$ cat src/rtl/tile_stream_writer_if.sv
// Bus bundle for tile_stream_writer: tile control, the input element
// stream and the registered tile-buffer write port.
interface tile_stream_writer_if #(
   parameter int DW = 32,
   parameter int AW = 16
);
   logic          start;
   logic [AW-1:0] base_addr;
   logic          abort;
   logic          in_valid;
   logic [DW-1:0] in_data;
   logic          in_ready;
   logic          wr_ena;
   logic [AW-1:0] wr_addr;
   logic [DW-1:0] wr_data;
   logic          busy;
   logic          done;

   // Producer / controller side.
   modport master (
      output start, base_addr, abort, in_valid, in_data,
      input  in_ready, wr_ena, wr_addr, wr_data, busy, done
   );

   // Writer side.
   modport slave (
      input  start, base_addr, abort, in_valid, in_data,
      output in_ready, wr_ena, wr_addr, wr_data, busy, done
   );
endinterface

$ cat src/rtl/tile_stream_writer.sv
// Tile stream writer: consumes an element stream in row-major order
// (inner index fastest) and writes each element to
// base + row*ROW_STRIDE + col. The row term is accumulated by adding the
// stride at every row end, so no multiplier is needed. Pulses done with
// the last write of an n1_max x n0_max tile.
module tile_stream_writer #(
   parameter int CW         = 16,
   parameter int DW         = 32,
   parameter int AW         = 16,
   parameter int n0_max     = 64,
   parameter int n1_max     = 16,
   parameter int ROW_STRIDE = 64
) (
   input  logic                clk,
   input  logic                rst,
   tile_stream_writer_if.slave bus
);

   typedef enum logic [1:0] {IDLE, RUN, DONE} state_t;

   localparam logic [CW-1:0] N0_LAST = CW'(n0_max - 1);
   localparam logic [CW-1:0] N1_LAST = CW'(n1_max - 1);
   localparam logic [AW-1:0] STRIDE  = AW'(ROW_STRIDE);

   state_t          state, state_nx;
   logic [CW-1:0]   cnt0, cnt1;
   logic [AW-1:0]   row_base;
   logic            hs_p0, row_end_p0, tile_end_p0;
   logic            wr_ena_p1, done_p1;
   logic [AW-1:0]   wr_addr_p1;
   logic [DW-1:0]   wr_data_p1;

   // Element address within the buffer; wraps modulo 2^AW.
   function automatic logic [AW-1:0] elem_addr(input logic [AW-1:0] rb,
                                                input logic [CW-1:0] c0);
      return rb + AW'(c0);
   endfunction

   // An element handshaken during an abort cycle is dropped entirely.
   assign hs_p0       = bus.in_valid && (state == RUN) && !bus.abort;
   assign row_end_p0  = (cnt0 == N0_LAST);
   assign tile_end_p0 = row_end_p0 && (cnt1 == N1_LAST);

   // State register.
   always_ff @(posedge clk or posedge rst) begin
      if (rst) state <= IDLE;
      else     state <= state_nx;
   end

   // Next state and state-decoded outputs; in_ready depends on state only.
   always_comb begin
      state_nx     = state;
      bus.in_ready = 1'b0;
      bus.busy     = 1'b0;
      case (state)
         IDLE: begin
            if (bus.start) state_nx = RUN;
         end
         RUN: begin
            bus.in_ready = 1'b1;
            bus.busy     = 1'b1;
            if (hs_p0 && tile_end_p0) state_nx = DONE;
         end
         DONE: begin
            bus.busy = 1'b1;
            state_nx = IDLE;
         end
         default: state_nx = IDLE;
      endcase
      if (bus.abort) state_nx = IDLE;
   end

   // Nested element counters and running row base address.
   always_ff @(posedge clk or posedge rst) begin
      if (rst) begin
         cnt0     <= '0;
         cnt1     <= '0;
         row_base <= '0;
      end else if (bus.abort) begin
         cnt0     <= '0;
         cnt1     <= '0;
         row_base <= '0;
      end else if (state == IDLE && bus.start) begin
         cnt0     <= '0;
         cnt1     <= '0;
         row_base <= bus.base_addr;
      end else if (hs_p0) begin
         if (row_end_p0) begin
            cnt0     <= '0;
            cnt1     <= cnt1 + 1'b1;
            row_base <= row_base + STRIDE;
         end else begin
            cnt0 <= cnt0 + 1'b1;
         end
      end
   end

   // ---- stage p0 -> p1: registered buffer write port and done pulse ----
   always_ff @(posedge clk or posedge rst) begin
      if (rst) begin
         wr_ena_p1  <= 1'b0;
         done_p1    <= 1'b0;
         wr_addr_p1 <= '0;
         wr_data_p1 <= '0;
      end else begin
         wr_ena_p1 <= hs_p0;
         done_p1   <= hs_p0 && tile_end_p0;
         if (hs_p0) begin
            wr_addr_p1 <= elem_addr(row_base, cnt0);
            wr_data_p1 <= bus.in_data;
         end
      end
   end

   assign bus.wr_ena  = wr_ena_p1;
   assign bus.wr_addr = wr_addr_p1;
   assign bus.wr_data = wr_data_p1;
   assign bus.done    = done_p1;

endmodule

$ cat src/flat_wrapper.sv
// flat-port wrapper written by rule: the top's interface ports become plain ports
module tile_stream_writer_flat 
#(
   parameter int CW         = 16,
   parameter int DW         = 32,
   parameter int AW         = 16,
   parameter int n0_max     = 64,
   parameter int n1_max     = 16,
   parameter int ROW_STRIDE = 64
)
  (clk, rst, bus_start, bus_base_addr, bus_abort, bus_in_valid, bus_in_data, bus_in_ready, bus_wr_ena, bus_wr_addr, bus_wr_data, bus_busy, bus_done);
  tile_stream_writer_if #(.DW(DW), .AW(AW)) bus_i ();
  input  logic clk;
  input  logic rst;
  input wire logic [$bits(bus_i.start)-1:0] bus_start;
  input wire logic [$bits(bus_i.base_addr)-1:0] bus_base_addr;
  input wire logic [$bits(bus_i.abort)-1:0] bus_abort;
  input wire logic [$bits(bus_i.in_valid)-1:0] bus_in_valid;
  input wire logic [$bits(bus_i.in_data)-1:0] bus_in_data;
  output wire logic [$bits(bus_i.in_ready)-1:0] bus_in_ready;
  output wire logic [$bits(bus_i.wr_ena)-1:0] bus_wr_ena;
  output wire logic [$bits(bus_i.wr_addr)-1:0] bus_wr_addr;
  output wire logic [$bits(bus_i.wr_data)-1:0] bus_wr_data;
  output wire logic [$bits(bus_i.busy)-1:0] bus_busy;
  output wire logic [$bits(bus_i.done)-1:0] bus_done;
  assign bus_i.start = bus_start;
  assign bus_i.base_addr = bus_base_addr;
  assign bus_i.abort = bus_abort;
  assign bus_i.in_valid = bus_in_valid;
  assign bus_i.in_data = bus_in_data;
  assign bus_in_ready = bus_i.in_ready;
  assign bus_wr_ena = bus_i.wr_ena;
  assign bus_wr_addr = bus_i.wr_addr;
  assign bus_wr_data = bus_i.wr_data;
  assign bus_busy = bus_i.busy;
  assign bus_done = bus_i.done;
  tile_stream_writer #(.CW(CW), .DW(DW), .AW(AW), .n0_max(n0_max), .n1_max(n1_max), .ROW_STRIDE(ROW_STRIDE)) u_core (.clk(clk), .rst(rst), .bus(bus_i));
endmodule
$ cat config.mk
export PLATFORM = sky130hd
export DESIGN_NAME = tile_stream_writer_flat
export DESIGN_NICKNAME = d
export VERILOG_FILES = /design/src/rtl/tile_stream_writer_if.sv /design/src/rtl/tile_stream_writer.sv /design/src/flat_wrapper.sv
export SDC_FILE = /design/constraint.sdc
export NUM_CORES = 1
export LEC_CHECK = 0
export BUFFER_PORTS_ARGS = -buffer_cell sky130_fd_sc_hd__buf_2
export CAP_MARGIN = 15
export CORE_UTILIZATION = 40
export DETAILED_ROUTE_END_ITERATION = 8
export HOLD_SLACK_MARGIN = 0.15
export PLACE_DENSITY = 0.71
export SETUP_SLACK_MARGIN = 0.3
export SYNTH_ARGS = -nofsm -noshare
export SYNTH_HDL_FRONTEND = slang
export SYNTH_SLANG_ARGS = --single-unit
$ cat constraint.sdc
create_clock -name clk -period 3.7 [get_ports clk]
set_clock_uncertainty 0.05 [all_clocks]
set_input_delay 0.74 -clock clk [delete_from_list [all_inputs] [get_ports clk]]
set_output_delay 0.74 -clock clk [all_outputs]
set_load 0.02 [all_outputs]
# Word-level counts from Yosys, hierarchy flattened

Cells that the tools add are included.

Register bits: 100
Bits in latches: 0
Memory bits (writable): 0
Memory bits (read-only): 0
Input bits: 53
Output and inout bits: 52
Logic and storage cells: 48
Memories: 0

Add/sub/neg operators: 4
Multiply operators: 0
Divide/modulo/power cells: 0
Order comparisons: 0
Eq/ne operators: 6
Shifts and indexed selects: 0
Multiplexer cells: 18
Bitwise logic cells: 0
Reduce and logical (&&, ||, !) cells: 12

Operator list:

| cell                                                                    | count |
|---|---|
| 16-bit 2-to-1 mux                                                       | 12 |
| 16-bit by 1-bit adder with 16-bit output (second input constant)        | 2 |
| 16-bit adder                                                            | 1 |
| 16-bit by 7-bit adder with 16-bit output (second input constant)        | 1 |
| 16-bit by 4-bit equality test with 1-bit output (second input constant) | 1 |
| 16-bit by 6-bit equality test with 1-bit output (second input constant) | 1 |
| 2-bit 2-to-1 mux                                                        | 3 |
| 3-bit inequality test (second input constant)                           | 2 |
| 3-bit nonzero test                                                      | 2 |
| 1-bit logical AND                                                       | 5 |
| 2-bit one-hot mux with 2 select lines                                   | 1 |
| 2-bit AND reduction                                                     | 2 |
| 2-bit by 1-bit equality test with 1-bit output (second input constant)  | 1 |
| 2-bit equality test (second input constant)                             | 1 |
| 2-bit zero test                                                         | 1 |
| 1-bit 2-to-1 mux                                                        | 2 |
| 2-bit OR reduction                                                      | 1 |
| 1-bit zero test                                                         | 1 |

# Depth between registers and ports, before layout

Gate-level depths: netlist of the first run.

Depth after elaboration: 7
Gate-level depth with buffers: 10

# Worst setup path after synthesis of the first run

Ideal clock, no wire load.

Path kind: register to register
Start: reg u_core.cnt0[0]
End: reg u_core.wr_addr_p1[14], in the netlist u_core.bus.wr_addr[14]
Arrival: 2170 ps
Data required time: 3517 ps
Slack: 1347 ps
Stages on the path, launching flop included: 9
Cell sequence: dfrtp_1 > ha_1 > fa_1 > a211oi_1 > o21ai_0 > a41oi_1 > o21ai_0 > xnor2_1 > o21ai_0

Longest elaborated chain between the ends: 1

Ends and longest elaborated chain:

| what                     | RTL line                  | source |
|---|---|---|
| start: declaration       | tile_stream_writer.sv:26  | `logic [CW-1:0] cnt0, cnt1;` |
| start signal: assignment | tile_stream_writer.sv:93  | `cnt0 <= cnt0 + 1'b1;` |
| 16-bit adder             | tile_stream_writer.sv:36  | `return rb + AW'(c0);` |
| end signal: assignment   | tile_stream_writer.sv:109 | `wr_addr_p1 <= elem_addr(row_base, cnt0);` |
| end: declaration         | tile_stream_writer.sv:30  | `logic [AW-1:0] wr_addr_p1;` |

Every way passes these cells.
A chain may end at the register's enable or synchronous reset.

# Worst setup path in the final report of the first run

Ends and elaborated chain as after synthesis.

==> reports/qor.txt, run 1 <==
FF-to-FF setup slack: 1.03 ns
# hold bufs at CTS: 0
RSZ-0062 raised after global routing: false
post-synth top area cell: dfrtp_1
vias post-DR: 4305
area growth from synthesis to layout: 18.8%
Final ANT Viol Nets: 0
Total GRT Usage: 18.5%
H-tree lvl count: 3
die area: 13400 um^2
global-route wire length before repair: 19200 um
Initial DRT Pass Iterations: 4
CP dominant cell by count: o21ai_0
number of synthesized flops with an enable pin: 0
DR iter-0 viols: 212
Core Area: 12600 um^2
Synth top area share: 48.4%
Async SR Flop Fraction: 100%
Hold EP: u_core.bus.wr_addr[15]
Syn Inst Count: 570
# setup viols final: 0
final slew viol count: 0
Bufs and invs on worst path: 0
synth top area cells: dfrtp_1 (48%), nand2_1 (11%), ha_1 (4.8%), xor2_1 (3.7%), xnor2_1 (3.4%)
CP Class: reg -> reg
period utilisation layout: 72.1%
DP Worst Slack: 1.00 ns
Clock Sinks: 100
Die Wd: 116 um
hold path startpoint: u_core.bus.wr_addr[15]
root buffer cell: clkbuf_16
CP Capture Type: register
total negative slack: 0 ns
Antenna Cells: 0
post-synthesis sequential area ratio: 48.4%
syn nets: 644
Post-synth top cells: nand2_1 (157), dfrtp_1 (100), nor2_1 (45), o21ai_0 (34), a21oi_1 (29)
Yosys warning count: 0
Cell Area, Synth: 5170 um^2
final wirelength: 11800 um
CTS tree: yes
post-synthesis area per instance: 9.08 um^2
vias in the first global route: 4074
clk slew on worst S/H paths: 0.06 ns
grt total ovfl: 0
CP max stage cell: fa_1
Routability Congestion: 0.848
number of hold violations in the final report: 0
Clock Latency Late Sink: 0.35 ns
Worst VDD drop: 0.000227 V
Critical Path Max Stage Delay: 0.44 ns
relative slew slack: 59.7%
Worst Path Max Fanout: 5
hpwl dp: 8430 um
CP top delay family: compound AO/OA/AOI/OAI gates
I/O Buffers: 104
# IOs: 105
status: finished clean
Max Cap Viol: 0
share of cells above drive strength 1: 20.7%
R2R Path End: u_core.bus.wr_addr[14]
power per cell area: 464 nW/um^2
WHS Path Cells: 2
DP Area: 5870 um^2
CTS buffer count: 9
worst path arrival time: 2.82 ns
Lkg Pwr: 3.00 nW
# Post-CTS Setup Buffers: 0
Vias/cell: 5.11
Die Y: 116 um
post-route cell area: 6150 um^2
worst min path class: reg -> reg
number of synthesized register bits: 100
WL/cell: 14.0 um
Max Freq: 375 MHz
Startpoint Class: register
Rows: 41
NumNets Final: 741
largest net degree at the start of global routing: 101
initial antenna violation count: 0
post-cts resize count: 0
top-count cell post-synth: nand2_1
R2R Path Start: u_core.cnt0[0]
worst-case clock buffer depth: 2
Initial Utilization: 41.0%
Final WS setup: 1.03 ns
CP required: 3.85 ns
Slew @ Worst Pin: 0.605 ns
Synth cell types: 53
critical path, cell by cell: ha_1 > fa_1 > a211oi_1 > o21ai_0 > a41oi_1 > o21ai_0 > xnor2_1 > o21ai_0
ys flop type: dfrtp_1
reg2reg path depth: 8
# DRC: 0
crit path time final: 2.67 ns
[power breakdown]
part	switching (mW)	internal [mW]	total, mW
combinational	0.413	0.211	0.623
clock	0.399	0.487	0.886
sequential	0.0943	1.25	1.34
total	0.906	1.94	2.85
[metal layers]
layer  GRT usage [%]  vias to the layer above  wire, um
met3            4.29                       15       580
li1                -                     2132         -
met2            29.4                      117      5520
met4            7.52                        0       180
met5               0                        -         0
met1            24.4                     2041      5490
[area by class of cell]
type / instances / area [um^2]
Sequential cell: 100 / 2500
Fill cell: 1212 / 6470
Inverter: 11 / 46.3
Clock inverter: 4 / 25.0
Timing Repair Buffer: 109 / 571
Tap cell: 172 / 215
Clock buffer: 11 / 253
Multi-Input combinational cell: 436 / 2530
[registers in the layout (all words and copies together) (netlist names)]
name / flops
u_core.bus.done: 1
u_core.bus.wr_addr: 16
u_core.bus.wr_data: 32
u_core.bus.wr_ena: 1
u_core.cnt0: 16
u_core.cnt1: 16
u_core.row_base: 16
u_core.state: 2
[how the worst max path moves through the flow]
stage,start,end,depth (start not counted)
finish,u_core.cnt0[0],u_core.bus.wr_addr[14],8
global placement,bus_abort,u_core.state[0],7
CTS,u_core.cnt0[0],u_core.bus.wr_addr[14],8
floorplan,u_core.cnt0[0],u_core.bus.wr_addr[14],8
detailed placement,bus_abort,u_core.state[0],7
global route,u_core.cnt0[0],u_core.bus.wr_addr[14],8
[placed cells by master, fill, tap and decap left out, types with 9 or more instances in the layout]
cell type    n
o21ai_0     34
dfrtp_1    100
xnor2_1     20
buf_2      104
a21oi_1     29
inv_1        9
nand3_1     11
xor2_1      22
or3_1       10
clkbuf_16    9
ha_1        20
nor2_1      45
a211oi_1    14
nand2_1    157
[worst min-delay path: cells and delay by family, from the launching register on]
kind	cells	cell delay, ns
AOI/OAI and AO/OA	1	0.05
DFF	1	0.34
and+or+nand+nor	1	0.04
[cell families after synthesis]
family,Yosys count,synth area share (%)
adder cells (fa/ha/maj),21,5.22
XOR/XNOR,42,7.11
AND/OR/NAND/NOR,274,24.9
multiplexers,2,0.387
flip-flops,100,48.4
AO/OA/AOI/OAI,97,11.3
buffers and inverters,34,2.68
[stage by stage]
step	hold slack [ns]	std cells	power, mW	util (%)
after CTS	0.427	843	2.89	48.7
after floorplan	0.455	570	1.75	-
after global routing	0.446	843	3.01	48.7
after global placement	0.402	828	1.97	46.5
final	0.422	843	2.85	48.7
after detailed placement	0.411	828	1.99	46.5
Power figures use the tool's default switching activity.
==> inputs of run 2 (changes only) <==
Settings changed: PLACE_DENSITY 0.71 to 0.74.
Clock period 3.7 ns to 2.2 ns, I/O delays scaled along.
==> run 2 against run 1 <==
Against the previous run:
- register-to-register slack lost 0.99 ns
- clock power grew 76%
- sequential power rose by 69%
- cell count up 5.1%
- final area increased by 17%
- sequential share of layout area shrank 5.7 points
- hold slack got worse by 0.19 ns
- flip-flop and latch count unchanged
- combinational power is 83% higher
- power rose by 74%
- critical path depth unchanged
- critical path type unchanged
- critical endpoint is now u_core.bus.wr_addr[10]
- largest cell class unchanged
==> reports/qor.txt, run 2 (synthesis results as in run 1) <==
Clock Sinks: 100
Worst VDD drop: 0.000449 V
NumNets Final: 784
Rows: 41
Die Y: 116 um
relative slew slack: 53.6%
Vias/cell: 5.25
worst min path class: in -> reg
number of hold violations in the final report: 0
WHS Path Cells: 3
period utilisation layout: 98.2%
M1 GR Usage: 25.5%
Initial DRT Pass Iterations: 4
total negative slack: 0 ns
vias in the first global route: 4239
final slew viol count: 0
# DRC: 0
status: finished clean
most frequent cells in the layout: nand2_1 (151), buf_2 (104), dfrtp_1 (93), nor2_1 (31), buf_4 (29)
worst-case clock buffer depth: 2
multi-input logic area: 3100 um^2
hold path startpoint: bus_in_data[9]
Total GRT Usage: 20.0%
power per cell area: 693 nW/um^2
Core Area: 12600 um^2
register area: 2510 um^2
post-route cell area: 7160 um^2
fill count: 1088
clk slew on worst S/H paths: 0.06 ns
DP Worst Slack: 0.0243 ns
root buffer cell: clkbuf_16
met2 usage: 33.2%
CP Capture Type: register
Max Cap Viol: 0
# setup viols final: 0
crit path time final: 2.16 ns
FF-to-FF setup slack: 0.04 ns
# IOs: 105
CP required: 2.38 ns
final wirelength: 14000 um
Startpoint Class: register
Clock Latency Late Sink: 0.35 ns
Worst Path Max Fanout: 3
Routability Congestion: 0.915
Initial Utilization: 41.0%
Antenna Cells: 0
area growth from synthesis to layout: 38.4%
Power Total: 4.96 mW
I/O Buffers: 104
RSZ-0062 raised after global routing: true
max FFs per register: 32
Max Freq: 463 MHz
WL/cell: 15.8 um
initial antenna violation count: 0
Lkg Pwr: 3.38 nW
CTS buffer count: 9
die area: 13400 um^2
share of cells above drive strength 1: 38.2%
largest net degree at the start of global routing: 43
worst path arrival time: 2.34 ns
DR iter-0 viols: 264
Util after Layout: 56.8%
Slew @ Worst Pin: 0.694 ns
CP Class: reg -> reg
commonest non-fill, non-tap cell in the layout: nand2_1
most used routing layer: met2
R2R Path End: u_core.bus.wr_addr[10]
vias post-DR: 4650
hpwl dp: 9050 um
Die Wd: 116 um
Final ANT Viol Nets: 0
Final WS setup: 0.0395 ns
DP Area: 6030 um^2
global-route wire length before repair: 20500 um
H-tree lvl count: 3
reg2reg path depth: 8
R2R Path Start: u_core.row_base[0]
grt total ovfl: 0
routing usage on met3: 4.08%
CTS tree: yes
Hold EP: u_core.bus.wr_data[9]
## run 2: cell count changes in the layout (fill, tap and decap cells not counted), sizes merged
cell / before / now
buf: 109 / 150
clkbuf: 11 / 14
clkinv: 3 / 1
clkinvlp: 3 / 1
bufinv: 0 / 1
dlygate4sd3: 0 / 1
inv: 9 / 10
## run 2: report_power, final
part / leakage [nW] / total (mW) / internal (mW) / switching (mW)
Clock: 0.140 / 1.56 / 0.906 / 0.656
Combinational: 1.92 / 1.14 / 0.411 / 0.725
Sequential: 1.32 / 2.26 / 2.10 / 0.163
Total: 3.38 / 4.96 / 3.42 / 1.54
## run 2: layout make-up
| type | count | share of cell area (%) |
|---|---|---|
| multi-input combinational | 436 | 43.3 |
| clock inverter | 2 | 0.489 |
| clock buffer | 13 | 3.49 |
| inverter | 11 | 0.734 |
| sequential | 100 | 35.1 |
| timing repair buffer | 152 | 13.9 |
| tap | 172 | 3.00 |
## run 2: critical path, cell delays in order, from the launching register on
cell      delay (ns)
dfrtp_1         0.40
ha_2            0.21
fa_2            0.37
a211oi_4        0.25
o21ai_2         0.10
a41oi_2         0.29
buf_4           0.15
xor2_1          0.15
o21ai_1         0.07
## run 2: timing repair
action                     4_1_cts  5_1_grt
setup endpoints to repair       67       65
gates cloned                     0        1
hold buffers                     1        0
pin swaps                       22       58
buffers inserted                13       14
hold endpoints to repair         4        0
gates resized for setup         40      104
## run 2: worst max path at each step
stage                     slack [ns]                from                     end
after floorplan                 0.16      u_core.cnt0[0]  u_core.bus.wr_addr[14]
after global placement          0.07  u_core.row_base[0]  u_core.bus.wr_addr[12]
after detailed placement        0.02  u_core.row_base[7]  u_core.bus.wr_addr[12]
after CTS                       0.07  u_core.row_base[0]  u_core.bus.wr_addr[12]
after global routing           -0.02  u_core.row_base[0]  u_core.bus.wr_addr[10]
final                           0.04  u_core.row_base[0]  u_core.bus.wr_addr[10]
## run 2: metrics by stage
step                      hold WS (ns)  instances
after detailed placement         0.407        842
after global placement           0.402        842
after global routing             0.232        886
after floorplan                  0.455        570
after CTS                        0.223        871
final                            0.232        886
## run 2: layer usage
layer  part of all wire, %  vias to the layer above
met5                     0                        -
met4                   2.3                        0
met3                   4.0                       29
met2                    51                      116
met1                    43                     2283
li1                      -                     2222
